==> src/rtl/handshake_fifo_elastic.sv <==
// ---------------------------------------------------------------------------
// handshake_fifo_elastic
//
// Elastic FIFO on the receive side of a valid/ready dataflow channel. Holds up
// to NUM_SLOTS tokens and re-emits them in order. All outputs come from
// registered state only, so there is no path from outs_ready to ins_ready.
//
// Parameters:
//   DATA_WIDTH - token payload width in bits
//   NUM_SLOTS  - storage depth, 2..64, any value (wrap is explicit)
//
// Ports:
//   clk        - clock, all state updates on the rising edge
//   rst        - synchronous active-high reset
//   ins        - input payload
//   ins_valid  - producer offers a token
//   ins_ready  - FIFO can accept a token (not full)
//   outs       - head-of-FIFO payload
//   outs_valid - head token available (not empty)
//   outs_ready - consumer accepts the head
// ---------------------------------------------------------------------------
module handshake_fifo_elastic #(
    parameter int DATA_WIDTH = 32,
    parameter int NUM_SLOTS  = 4
) (
    input  logic                  clk,
    input  logic                  rst,
    input  logic [DATA_WIDTH-1:0] ins,
    input  logic                  ins_valid,
    output logic                  ins_ready,
    output logic [DATA_WIDTH-1:0] outs,
    output logic                  outs_valid,
    input  logic                  outs_ready
);

    localparam int PTR_W = (NUM_SLOTS > 1) ? $clog2(NUM_SLOTS) : 1;
    localparam int CNT_W = $clog2(NUM_SLOTS + 1);

    localparam logic [PTR_W-1:0] PTR_LAST = PTR_W'(NUM_SLOTS - 1);
    localparam logic [CNT_W-1:0] CNT_FULL = CNT_W'(NUM_SLOTS);

    logic [DATA_WIDTH-1:0] r_mem [NUM_SLOTS];
    logic [PTR_W-1:0]      r_wr_ptr;
    logic [PTR_W-1:0]      r_rd_ptr;
    logic [CNT_W-1:0]      r_count;

    logic w_full;
    logic w_empty;
    logic w_push;
    logic w_pop;

    // Explicit wrap so non-power-of-two depths work.
    function automatic logic [PTR_W-1:0] f_next_ptr(input logic [PTR_W-1:0] p);
        return (p == PTR_LAST) ? '0 : p + 1'b1;
    endfunction

    always_comb begin
        w_full     = (r_count == CNT_FULL);
        w_empty    = (r_count == '0);
        ins_ready  = !w_full;
        outs_valid = !w_empty;
        outs       = r_mem[r_rd_ptr];
        w_push     = ins_valid && !w_full;
        w_pop      = outs_ready && !w_empty;
    end

    always_ff @(posedge clk) begin
        if (rst) begin
            r_wr_ptr <= '0;
            r_rd_ptr <= '0;
            r_count  <= '0;
            for (int unsigned i = 0; i < NUM_SLOTS; i++) begin
                r_mem[i] <= '0;
            end
        end else begin
            if (w_push) begin
                r_mem[r_wr_ptr] <= ins;
                r_wr_ptr        <= f_next_ptr(r_wr_ptr);
            end
            if (w_pop) begin
                r_rd_ptr <= f_next_ptr(r_rd_ptr);
            end
            case ({w_push, w_pop})
                2'b10:   r_count <= r_count + 1'b1;
                2'b01:   r_count <= r_count - 1'b1;
                default: r_count <= r_count;
            endcase
        end
    end

endmodule

==> config.mk <==
export PLATFORM = sky130hd
export DESIGN_NAME = handshake_fifo_elastic
export DESIGN_NICKNAME = d
export VERILOG_FILES = /design/src/rtl/handshake_fifo_elastic.sv
export SDC_FILE = /design/constraint.sdc
export NUM_CORES = 1
export LEC_CHECK = 0
export ABC_CLOCK_PERIOD_IN_PS = 3100
export BUFFER_PORTS_ARGS = -buffer_cell sky130_fd_sc_hd__clkbuf_2
export CAP_MARGIN = 20
export CORE_MARGIN = 2
export CORE_UTILIZATION = 27
export DETAILED_ROUTE_END_ITERATION = 7
export SKIP_CTS_REPAIR_TIMING = 1
export SYNTH_ARGS = -nofsm -noshare
export SYNTH_HDL_FRONTEND = slang
export SYNTH_SLANG_ARGS = --single-unit
export TNS_END_PERCENT = 100
==> constraint.sdc <==
create_clock -name clk -period 3.1 [get_ports clk]
set_input_delay 0.93 -clock clk [delete_from_list [all_inputs] [get_ports clk]]
set_output_delay 0.93 -clock clk [all_outputs]
set_load 0.05 [all_outputs]
; ---- Word level (Yosys, flattened, before mapping)
; Memory sizes are Yosys's and may differ from the RTL's. A register that Yosys moved wholly into a read port is not among the register bits.
; Cells that the tools add are included.
[op_classes]
n_addsub = 4
eq_ne = 5
mux = 13
reduce_logical = 7
[op_table]
columns = operator, count
row1 = 32-bit 2-to-1 mux, 1
row2 = 32-bit OR reduction, 1
row3 = 2-bit 2-to-1 mux, 5
row4 = 2-bit equality test (second input constant), 3
row5 = 1-bit 2-to-1 mux, 6
row6 = 3-bit case mux with 2 select lines, 1
row7 = 2-bit by 1-bit adder with 2-bit output (second input constant), 2
row8 = 3-bit by 1-bit adder with 3-bit output (second input constant), 1
row9 = 3-bit equality test (second input constant), 1
row10 = 3-bit logical NOT, 1
row11 = 3-bit by 1-bit subtractor with 3-bit output (second input constant), 1
row12 = 2-bit by 1-bit equality test with 1-bit output (second input constant), 1
row13 = 1-bit logical AND, 2
row14 = 1-bit logical NOT, 2
row15 = 2-bit nonzero test, 1
[word_totals]
ff_bits = 7
mem_bits_rw = 128
in_bits = 36
out_inout_bits = 34
word_cells = 33
n_memories = 1
[memory_table]
columns = name, words, word_bits, rd, rd_clocked_by_memory_dff, wr, line
row1 = r_mem, 4, 32, 1, 1, 4, 42  ; logic [DATA_WIDTH-1:0] r_mem [NUM_SLOTS];

; ---- Longest topological paths before layout
; Gate-level depths: netlist of run 1.
[logic_depth]
word_depth = 8
mapped_depth = 9
ltp_nobuf = 9

; ---- Least setup slack after synthesis of run 1
; OpenSTA, ideal clock, no wires.
[synth_timing]
kind = input port to flip-flop
startpoint = input port rst
endpoint = memory r_mem[1][0] (enable)
setup_ns = 0.391
arrival_time_ns = 2.352
t_required_ns = 2.709
path_slack_ns = 0.357
path_stages = 3
n_path_buf = 0
cell_sequence = nand2b_2 > nor4b_4 > or2_1
[synth_lines]
columns = element, line
row1 = start: declaration, 27  ; input logic rst,
row2 = end: declaration, 42

==> results of run 1 <==
## cell families after synthesis
kind of cell / after synthesis
XOR/XNOR: 2
adder cells (fa/ha/maj): 4
AO/OA/AOI/OAI: 10
buffers and inverters: 26
flip-flops: 137
AND/OR/NAND/NOR: 148
multiplexers: 33
## per-stage QoR
| stage | hold slack (ps) | std cells | area (µm²) |
|---|---|---|---|
| 2_1_floorplan | 463 | 360 | 6040 |
| 3_3_place_gp | 493 | 706 | 6730 |
| 3_5_place_dp | 516 | 706 | 6730 |
| 4_1_cts | 531 | 736 | 7260 |
| 5_1_grt | 585 | 736 | 7260 |
| 6_report | 527 | 736 | 7260 |
## report_power, final
part / total [mW] / switching [mW] / internal, mW / leakage [nW]
combinational: 1.55 / 1.04 / 0.504 / 1.08
clock: 1.85 / 0.759 / 1.09 / 0.253
sequential: 2.31 / 0.0819 / 2.22 / 1.40
## cell type report
| type | count | share of cell area, % |
|---|---|---|
| Tap cell | 280 | 4.82 |
| Inverter | 6 | 0.310 |
| Clock inverter | 11 | 1.40 |
| Clock buffer | 19 | 5.96 |
| Timing Repair Buffer | 86 | 6.68 |
| Multi-Input combinational cell | 197 | 25.4 |
| Sequential cell | 137 | 55.4 |
## worst register-to-register path: cells and delay by family, from the launching register on
family	cells	cell delay [ps]
AOI/OAI and AO/OA	1	160
xor gates and xnor gates	1	160
adders and majority gates	2	580
buffers and inverters	3	360
DFF	1	390
and+or+nand+nor	3	590
## layer usage
metal / up-vias / wire, µm / track usage [%]
met5: - / 0 / 0
met4: 0 / 84 / 3.84
met3: 7 / 679 / 3.97
met2: 68 / 6700 / 19.8
met1: 1664 / 5680 / 14.2
li1: 1495 / - / -
## Yosys cell counts, types with 2 or more instances
library cell,n
and2_1,128
edfxtp_1,128
mux4_2,32
buf_6,9
dfxtp_1,9
buf_2,7
a21oi_1,5
inv_1,5
nor2_1,4
ha_1,3
o21ai_0,3
or3_1,3
buf_1,2
clkbuf_1,2
nand2_1,2
nor4b_4,2
or2_1,2
xor2_1,2
## sequential cells by signal, indices dropped and copies added (netlist names), named ones only
| register | count |
|---|---|
| r_rd_ptr | 2 |
| r_count | 3 |
| r_wr_ptr | 2 |
| r_mem | 128 |
## final timing paths
check | start | to | slack, ps | cells past startpoint
max | flop | outs[9] | 260 | 3
max reg2reg | r_count[2] | r_count[2] | 790 | 10
min | r_rd_ptr[0] | flop | 530 | 2
min reg2reg | r_rd_ptr[0] | flop | 530 | 2
==> flow_metrics.py, run 1 <==
metrics = {
    "synthesis": {
        "ys_seq_area_share_pct": 66.7,
        "muxShareOfSynthArea_pct": 12.1,
        "synth_top_area_share_pct": 63.7,
        "synthSimpleGateAreaFrac_pct": 16.2,
        "synth_compound_area_share_pct": 0.953,
        "synthArstFlopShare_pct": 0,
        "syn_avg_cell_area_um2": 16.8,
        "synth_fa_ha_area_share_pct": 0.953,
        "synth_xor_area_share_pct": 0.290,
        "synthCells": 360,
        "synth_top_family_by_area": "simple AND/OR/NAND/NOR gates",
        "synth_warnings": 0,
        "synth.distinct_cells": 30,
        "synth_nets": 400,
        "yosysTopAreaCell": "edfxtp_1",
        "ys_ff_latch": 137,
        "synth_flop_cell": "edfxtp_1",
        "synth_edf_count": 128,
        "yosys-top-cells-area": "edfxtp_1 64%, and2_1 13%, mux4_2 12%",
        "syn_area_um2": 6040,
    },
    "cts": {
        "cts_tree": "yes",
        "root_buffer": "clkbuf_16",
        "clock_sinks": 137,
        "clkTransAtPathRegs_ps": 60,
        "clk_path_buf_depth": 2,
        "cts_buffers": 17,
        "htree_num_levels": 4,
        "insertion_delay_ps": 420,
    },
    "power_and_ir_drop": {
        "p_leak_nw": 2.73,
        "power.density_nw_per_um2": 786,
        "vdd_drop_max_uv": 415,
        "finalPower_mw": 5.71,
    },
    "placement": {
        "gp_congestion": 0.627,
        "dp_slack_ps": 501,
        "place.port_buffers": 69,
        "dp_hpwl_um": 8110,
    },
    "worst_setup_path": {
        "end_kind": "primary output",
        "cpPeakStageDelay_ps": 580,
        "crit_family": "buffers and inverters",
        "crit_path_max_fanout": 16,
        "required_ps": 2170,
        "crit_chain": "buf_4 > mux4_2 > clkbuf_2",
        "crit_path_top_delay_cell": "mux4_2",
        "path_buf_inv": 2,
        "start_kind": "flop",
        "arrival_ps": 1910,
        "crit_type": "flop to primary output",
    },
    "floorplan": {
        "die_h_um": 154,
        "start_util_pct": 27.6,
        "num_rows": 54,
        "die_area_um2": 23600,
        "core_area_um2": 21900,
        "top_level_ports": 70,
        "die_w_um": 154,
    },
    "layout": {
        "antenna_cells": 0,
        "layout.cells.most_common_list": "128 x and2_1, 128 x edfxtp_1, 69 x clkbuf_2",
        "areaGrowthSynthToFinish_pct": 20.3,
        "multi_input_comb_area_um2": 1850,
        "nFillCells": 2158,
        "seqCellArea_um2": 4030,
        "fin_util_pct": 33.2,
        "nNetsFinal": 485,
        "drive_gt1_share_pct": 34.6,
    },
    "job": {
        "drv_cap": 0,
    },
    "sta": {
        "fin_setup_tns_ps": 0,
        "worstMarginPinSlew_ps": 462,
        "fmax_ghz": 0.352,
        "rsz0062_at_grt": "false",
        "finalMaxSlewViolations": 0,
        "timing.final.ws_setup_ps": 257,
        "finalCriticalPeriod_ps": 2840,
        "setup_viol": 0,
        "skew_ps": 12.3,
        "relSlewSlack_pct": 68.9,
        "final.period_utilization_pct": 91.7,
        "hold_violations": 0,
    },
    "grt": {
        "antenna_found_initial": 0,
        "grt_overflow": 0,
        "grt_pass1_wl_um": 20500,
        "grt_max_degree": 33,
        "grt_usage_pct": 11.8,
        "grt_pass1_vias": 3534,
    },
    "detailed_routing": {
        "ant_nets": 0,
        "viasPerCell": 4.39,
        "drt_pre_antenna_iters": 4,
        "drcViolationCount": 0,
        "drtIter0Drc": 162,
        "vias": 3234,
        "wirelength_um": 13100,
        "wl_per_cell_um": 17.9,
    },
    "hold_path": {
        "hp-class": "flop to flop",
    },
    "status": {
        "status": "completed",
    },
}
Power figures use the tool's default switching activity.
==> run 2: changes to the inputs <==
==> constraint.sdc (replaced) <==
create_clock -name clk -period 3.1 [get_ports clk]
set_input_delay 0.93 -clock clk [delete_from_list [all_inputs] [get_ports clk]]
set_output_delay 0.93 -clock clk [all_outputs]
set_load 0.1 [all_outputs]
==> run 2 against run 1 <==
Total power grew 23%. Flip-flop and latch count unchanged. Hold slack got worse by 30 ps. Register-to-register slack worse by 40 ps. Sequential share of layout area decreased by 2.8 points. Final cell count grew 0.27%. Clock skew is 5.8 ps lower. Count of clock-buffer cells in the layout down 1. Critical endpoint is now outs[26]. Largest power group is now combinational logic.
==> flow_metrics.py, run 2 (synthesized netlist as in run 1, its figures left out) <==
metrics = {
    "power_and_ir_drop": {
        "seq_power_share_pct": 33.2,
        "power_switching_mw": 2.53,
        "p_int_mw": 4.48,
        "clkPwrFrac_pct": 32.3,
        "power.density_nw_per_um2": 915,
        "p_leak_nw": 2.88,
        "swShare_pct": 36.1,
        "power_frac_comb_pct": 34.5,
        "vdd_drop_max_uv": 389,
    },
    "sta": {
        "rsz0062_at_grt": "false",
        "finalCriticalPeriod_ps": 2950,
        "finalMaxSlewViolations": 0,
        "relSlewSlack_pct": 60.3,
        "setup_viol": 0,
        "skew_ps": 6.42,
        "timing.final.ws_setup_ps": 155,
        "fin_setup_tns_ps": 0,
        "worstMarginPinSlew_ps": 590,
        "hold_slack_ps": 496,
        "hold_violations": 0,
        "final.period_utilization_pct": 95.0,
        "fmax_ghz": 0.340,
    },
    "layout": {
        "antenna_cells": 0,
        "areaGrowthSynthToFinish_pct": 26.8,
        "reg.largest.list": "r_mem (128), r_count (3)",
        "top_register": "r_mem",
        "drive_gt1_share_pct": 34.5,
        "largest_reg_flops": 128,
        "fin_area_um2": 7650,
        "layout.cells.most_common_list": "128 x and2_1, 128 x edfxtp_1, 52 x clkbuf_2",
        "nNetsFinal": 485,
    },
    "floorplan": {
        "die_w_um": 154,
        "start_util_pct": 27.6,
        "top_level_ports": 70,
        "die_h_um": 154,
        "die_area_um2": 23600,
        "num_rows": 54,
        "core_area_um2": 21900,
    },
    "placement": {
        "dp_hpwl_um": 8380,
        "place.port_buffers": 69,
        "placed_cell_area_um2": 7000,
        "gp_congestion": 0.657,
        "dp_slack_ps": 541,
    },
    "cts": {
        "clock_sinks": 137,
        "htree_num_levels": 4,
        "cts_buffers": 17,
        "insertion_delay_ps": 410,
        "cts_tree": "yes",
        "root_buffer": "clkbuf_16",
        "clk_path_buf_depth": 2,
        "clkTransAtPathRegs_ps": 60,
    },
    "worst_setup_path": {
        "reg2regPathDepth": 10,
        "crit_chain": "buf_4 > mux4_2 > clkbuf_2",
        "crit_family": "buffers and inverters",
        "required_ps": 2170,
        "reg2reg_to": "r_count[2]",
        "crit_path_top_delay_cell": "mux4_2",
        "start_kind": "flop",
        "crit_path_max_fanout": 12,
        "path_buf_inv": 2,
        "arrival_ps": 2020,
        "cpPeakStageDelay_ps": 560,
        "crit_path_end": "outs[26]",
        "r2r_start": "r_count[2]",
        "cp.depth": 3,
        "ff2ff_setup_slack_ps": 750,
        "end_kind": "primary output",
        "crit_type": "flop to primary output",
    },
    "grt": {
        "grt_max_degree": 33,
        "grt_usage_pct": 12.2,
        "grt_pass1_wl_um": 21100,
        "grt_overflow": 0,
        "antenna_found_initial": 1,
        "grt_pass1_vias": 3560,
    },
    "detailed_routing": {
        "drcViolationCount": 0,
        "vias": 3263,
        "drtIter0Drc": 183,
        "drt_pre_antenna_iters": 4,
        "ant_nets": 0,
        "wl_per_cell_um": 18.3,
        "wirelength_um": 13500,
        "viasPerCell": 4.42,
    },
    "job": {
        "drv_cap": 0,
    },
    "hold_path": {
        "hp-class": "flop to flop",
    },
    "status": {
        "status": "completed",
    },
}
[run 2: cell types whose count changed in the layout (fill, tap and decap cells not counted)]
cell        before  now
buf_12           1   19
clkbuf_2        69   52
bufinv_16        1    6
clkinv_1         1    4
clkinvlp_4       3    0
buf_4           16   15
clkbuf_1         2    1
clkinv_2         2    1
inv_6            2    1
[run 2: worst min path at each step]
stage,start,endpoint,depth (start not counted)
2_1_floorplan,r_rd_ptr[0],flop,2
3_3_place_gp,r_rd_ptr[0],flop,2
3_5_place_dp,r_rd_ptr[0],flop,2
4_1_cts,r_rd_ptr[0],flop,2
5_1_grt,r_rd_ptr[0],flop,2
6_report,r_rd_ptr[0],flop,2
[run 2: layout make-up]
| class | count | area (µm²) |
|---|---|---|
| Fill cell | 2109 | 14200 |
| Sequential cell | 137 | 4030 |
| Multi-Input combinational cell | 197 | 1850 |
| Timing Repair Buffer | 86 | 753 |
| Clock buffer | 18 | 429 |
| Tap cell | 280 | 350 |
| Clock inverter | 14 | 226 |
| Inverter | 6 | 22.5 |
[run 2: worst reg2reg max path: stages, from the launching register on]
cell     delay, ps
dfxtp_1        390
nor3b_4        210
buf_4          230
inv_2           80
nand2_1         80
ha_1           190
inv_1           70
fa_1           380
xor2_1         180
or3_1          320
a21oi_1        160
[run 2: power by group through the flow]
stage                     registers, mW  clock network, mW  logic [mW]
final                              2.32               2.26        2.42
after floorplan                    2.32                  0        1.81
after global routing               2.34               2.40        2.52
after CTS                          2.33               2.31        2.46
after global placement             2.35                  0        2.42
after detailed placement           2.36                  0        2.44
[run 2: stage by stage]
step	instances	power, mW	utilization [%]
4_1_cts	738	7.09	35.0
3_3_place_gp	706	4.77	32.0
2_1_floorplan	360	4.12	-
3_5_place_dp	706	4.80	32.0
6_report	738	7.00	35.0
5_1_grt	738	7.26	35.0
[run 2: routing by layer]
layer  GRT usage, %  part of all wire (%)  up-vias
met5              0                     0        -
met4           4.28                   1.5        0
met3           3.61                   4.9       13
met2           20.5                    51       76
met1           14.9                    43     1672
li1               -                     -     1502
==> run 3: changes to the inputs <==
- CTS_BUF_LIST: default -> sky130_fd_sc_hd__clkbuf_8
==> run 3 against run 2 <==
Critical path depth stayed put. Combinational power about the same. Non-clock buffer count stayed put. Largest cell class unchanged. Largest power group unchanged. Highest routed layer unchanged.
==> flow_metrics.py, run 3 (synthesized netlist as in run 1, its figures left out) <==
metrics = {
    "sta": {
        "worstMarginPinSlew_ps": 600,
        "final.period_utilization_pct": 96.5,
        "fin_setup_tns_ps": 0,
        "relSlewSlack_pct": 59.7,
        "fmax_ghz": 0.334,
        "rsz0062_at_grt": "false",
        "finalCriticalPeriod_ps": 2990,
        "hold_violations": 0,
        "skew_ps": 10.9,
        "hold_slack_ps": 500,
        "setup_viol": 0,
        "finalMaxSlewViolations": 0,
    },
    "layout": {
        "largest_reg_flops": 128,
        "fin_util_pct": 34.1,
        "areaGrowthSynthToFinish_pct": 23.6,
        "layout.cells.most_common_list": "128 x and2_1, 128 x edfxtp_1, 52 x clkbuf_2",
        "drive_gt1_share_pct": 34.5,
        "antenna_cells": 0,
        "top_register": "r_mem",
        "nNetsFinal": 485,
        "fin_area_um2": 7460,
        "reg.largest.list": "r_mem (128), r_count (3)",
    },
    "detailed_routing": {
        "wl_per_cell_um": 18.3,
        "viasPerCell": 4.41,
        "drtIter0Drc": 178,
        "drt_pre_antenna_iters": 4,
        "wirelength_um": 13500,
        "drcViolationCount": 0,
        "ant_nets": 0,
        "vias": 3257,
    },
    "cts": {
        "clkTransAtPathRegs_ps": 80,
        "clock_sinks": 137,
        "insertion_delay_ps": 440,
        "cts_tree": "yes",
        "cts_buffers": 17,
        "clk_path_buf_depth": 2,
        "htree_num_levels": 4,
        "root_buffer": "clkbuf_8",
    },
    "power_and_ir_drop": {
        "power.density_nw_per_um2": 866,
        "vdd_drop_max_uv": 388,
        "p_leak_nw": 2.80,
        "finalPower_mw": 6.46,
    },
    "grt": {
        "grt_max_degree": 33,
        "grt_pass1_wl_um": 21000,
        "grt_pass1_vias": 3578,
        "antenna_found_initial": 1,
        "grt_overflow": 0,
        "grt_usage_pct": 12.1,
    },
    "worst_setup_path": {
        "arrival_ps": 2060,
        "crit_path_top_delay_cell": "mux4_2",
        "end_kind": "primary output",
        "cpPeakStageDelay_ps": 560,
        "crit_chain": "buf_4 > mux4_2 > clkbuf_2",
        "required_ps": 2170,
        "start_kind": "flop",
        "crit_type": "flop to primary output",
        "crit_path_max_fanout": 12,
        "ff2ff_setup_slack_ps": 780,
    },
    "placement": {
        "placed_cell_area_um2": 7000,
        "gp_congestion": 0.657,
        "dp_hpwl_um": 8380,
        "place.port_buffers": 69,
    },
    "status": {
        "status": "completed",
    },
    "floorplan": {
        "num_rows": 54,
        "top_level_ports": 70,
        "start_util_pct": 27.6,
        "die_area_um2": 23600,
        "core_area_um2": 21900,
        "die_h_um": 154,
        "die_w_um": 154,
    },
    "hold_path": {
        "hp-class": "flop to flop",
    },
    "job": {
        "drv_cap": 0,
    },
}
-- run 3: cell types whose count changed in the layout (fill, tap and decap cells not counted), sizes merged --
cell	change
inv	+1
clkbuf	-1
-- run 3: worst max-delay path: cells and delay by family, from the launching register on --
kind / cells / cell delay, ps
buffers and inverters: 2 / 700
DFF: 1 / 350
muxes: 1 / 560
-- run 3: path summary, 6_finish.rpt --
kind,startpoint,endpoint,depth (start not counted)
max,flop,outs[26],3
min,r_rd_ptr[0],flop,2
max reg2reg,r_count[2],r_count[2],10
min reg2reg,r_rd_ptr[0],flop,2
-- run 3: cell type report --
type                            instances  area (µm²)
Multi-Input combinational cell        197        1850
Timing Repair Buffer                   86         753
Fill cell                            2130       14400
Tap cell                              280         350
Clock inverter                         15         230
Clock buffer                           17         234
Sequential cell                       137        4030
Inverter                                6        22.5
-- run 3: power breakdown --
| group | leakage [nW] | internal (mW) | switching [mW] |
|---|---|---|---|
| logic | 1.16 | 0.748 | 1.66 |
| registers | 1.40 | 2.22 | 0.0965 |
| clock network | 0.235 | 1.03 | 0.705 |
| total | 2.80 | 4.00 | 2.46 |
-- run 3: per-stage QoR --
step                instances  worst slack, ps
finish                    738              109
global route              738             7.75
CTS                       738             35.9
detailed placement        706              541
global placement          706              572
floorplan                 360              357
-- run 3: layer usage --
metal	routed length [µm]	global-route usage, %	vias up
li1	-	-	1501
met1	5700	14.7	1653
met2	6870	20.4	84
met3	710	3.78	19
met4	224	4.06	0
met5	0	0	-
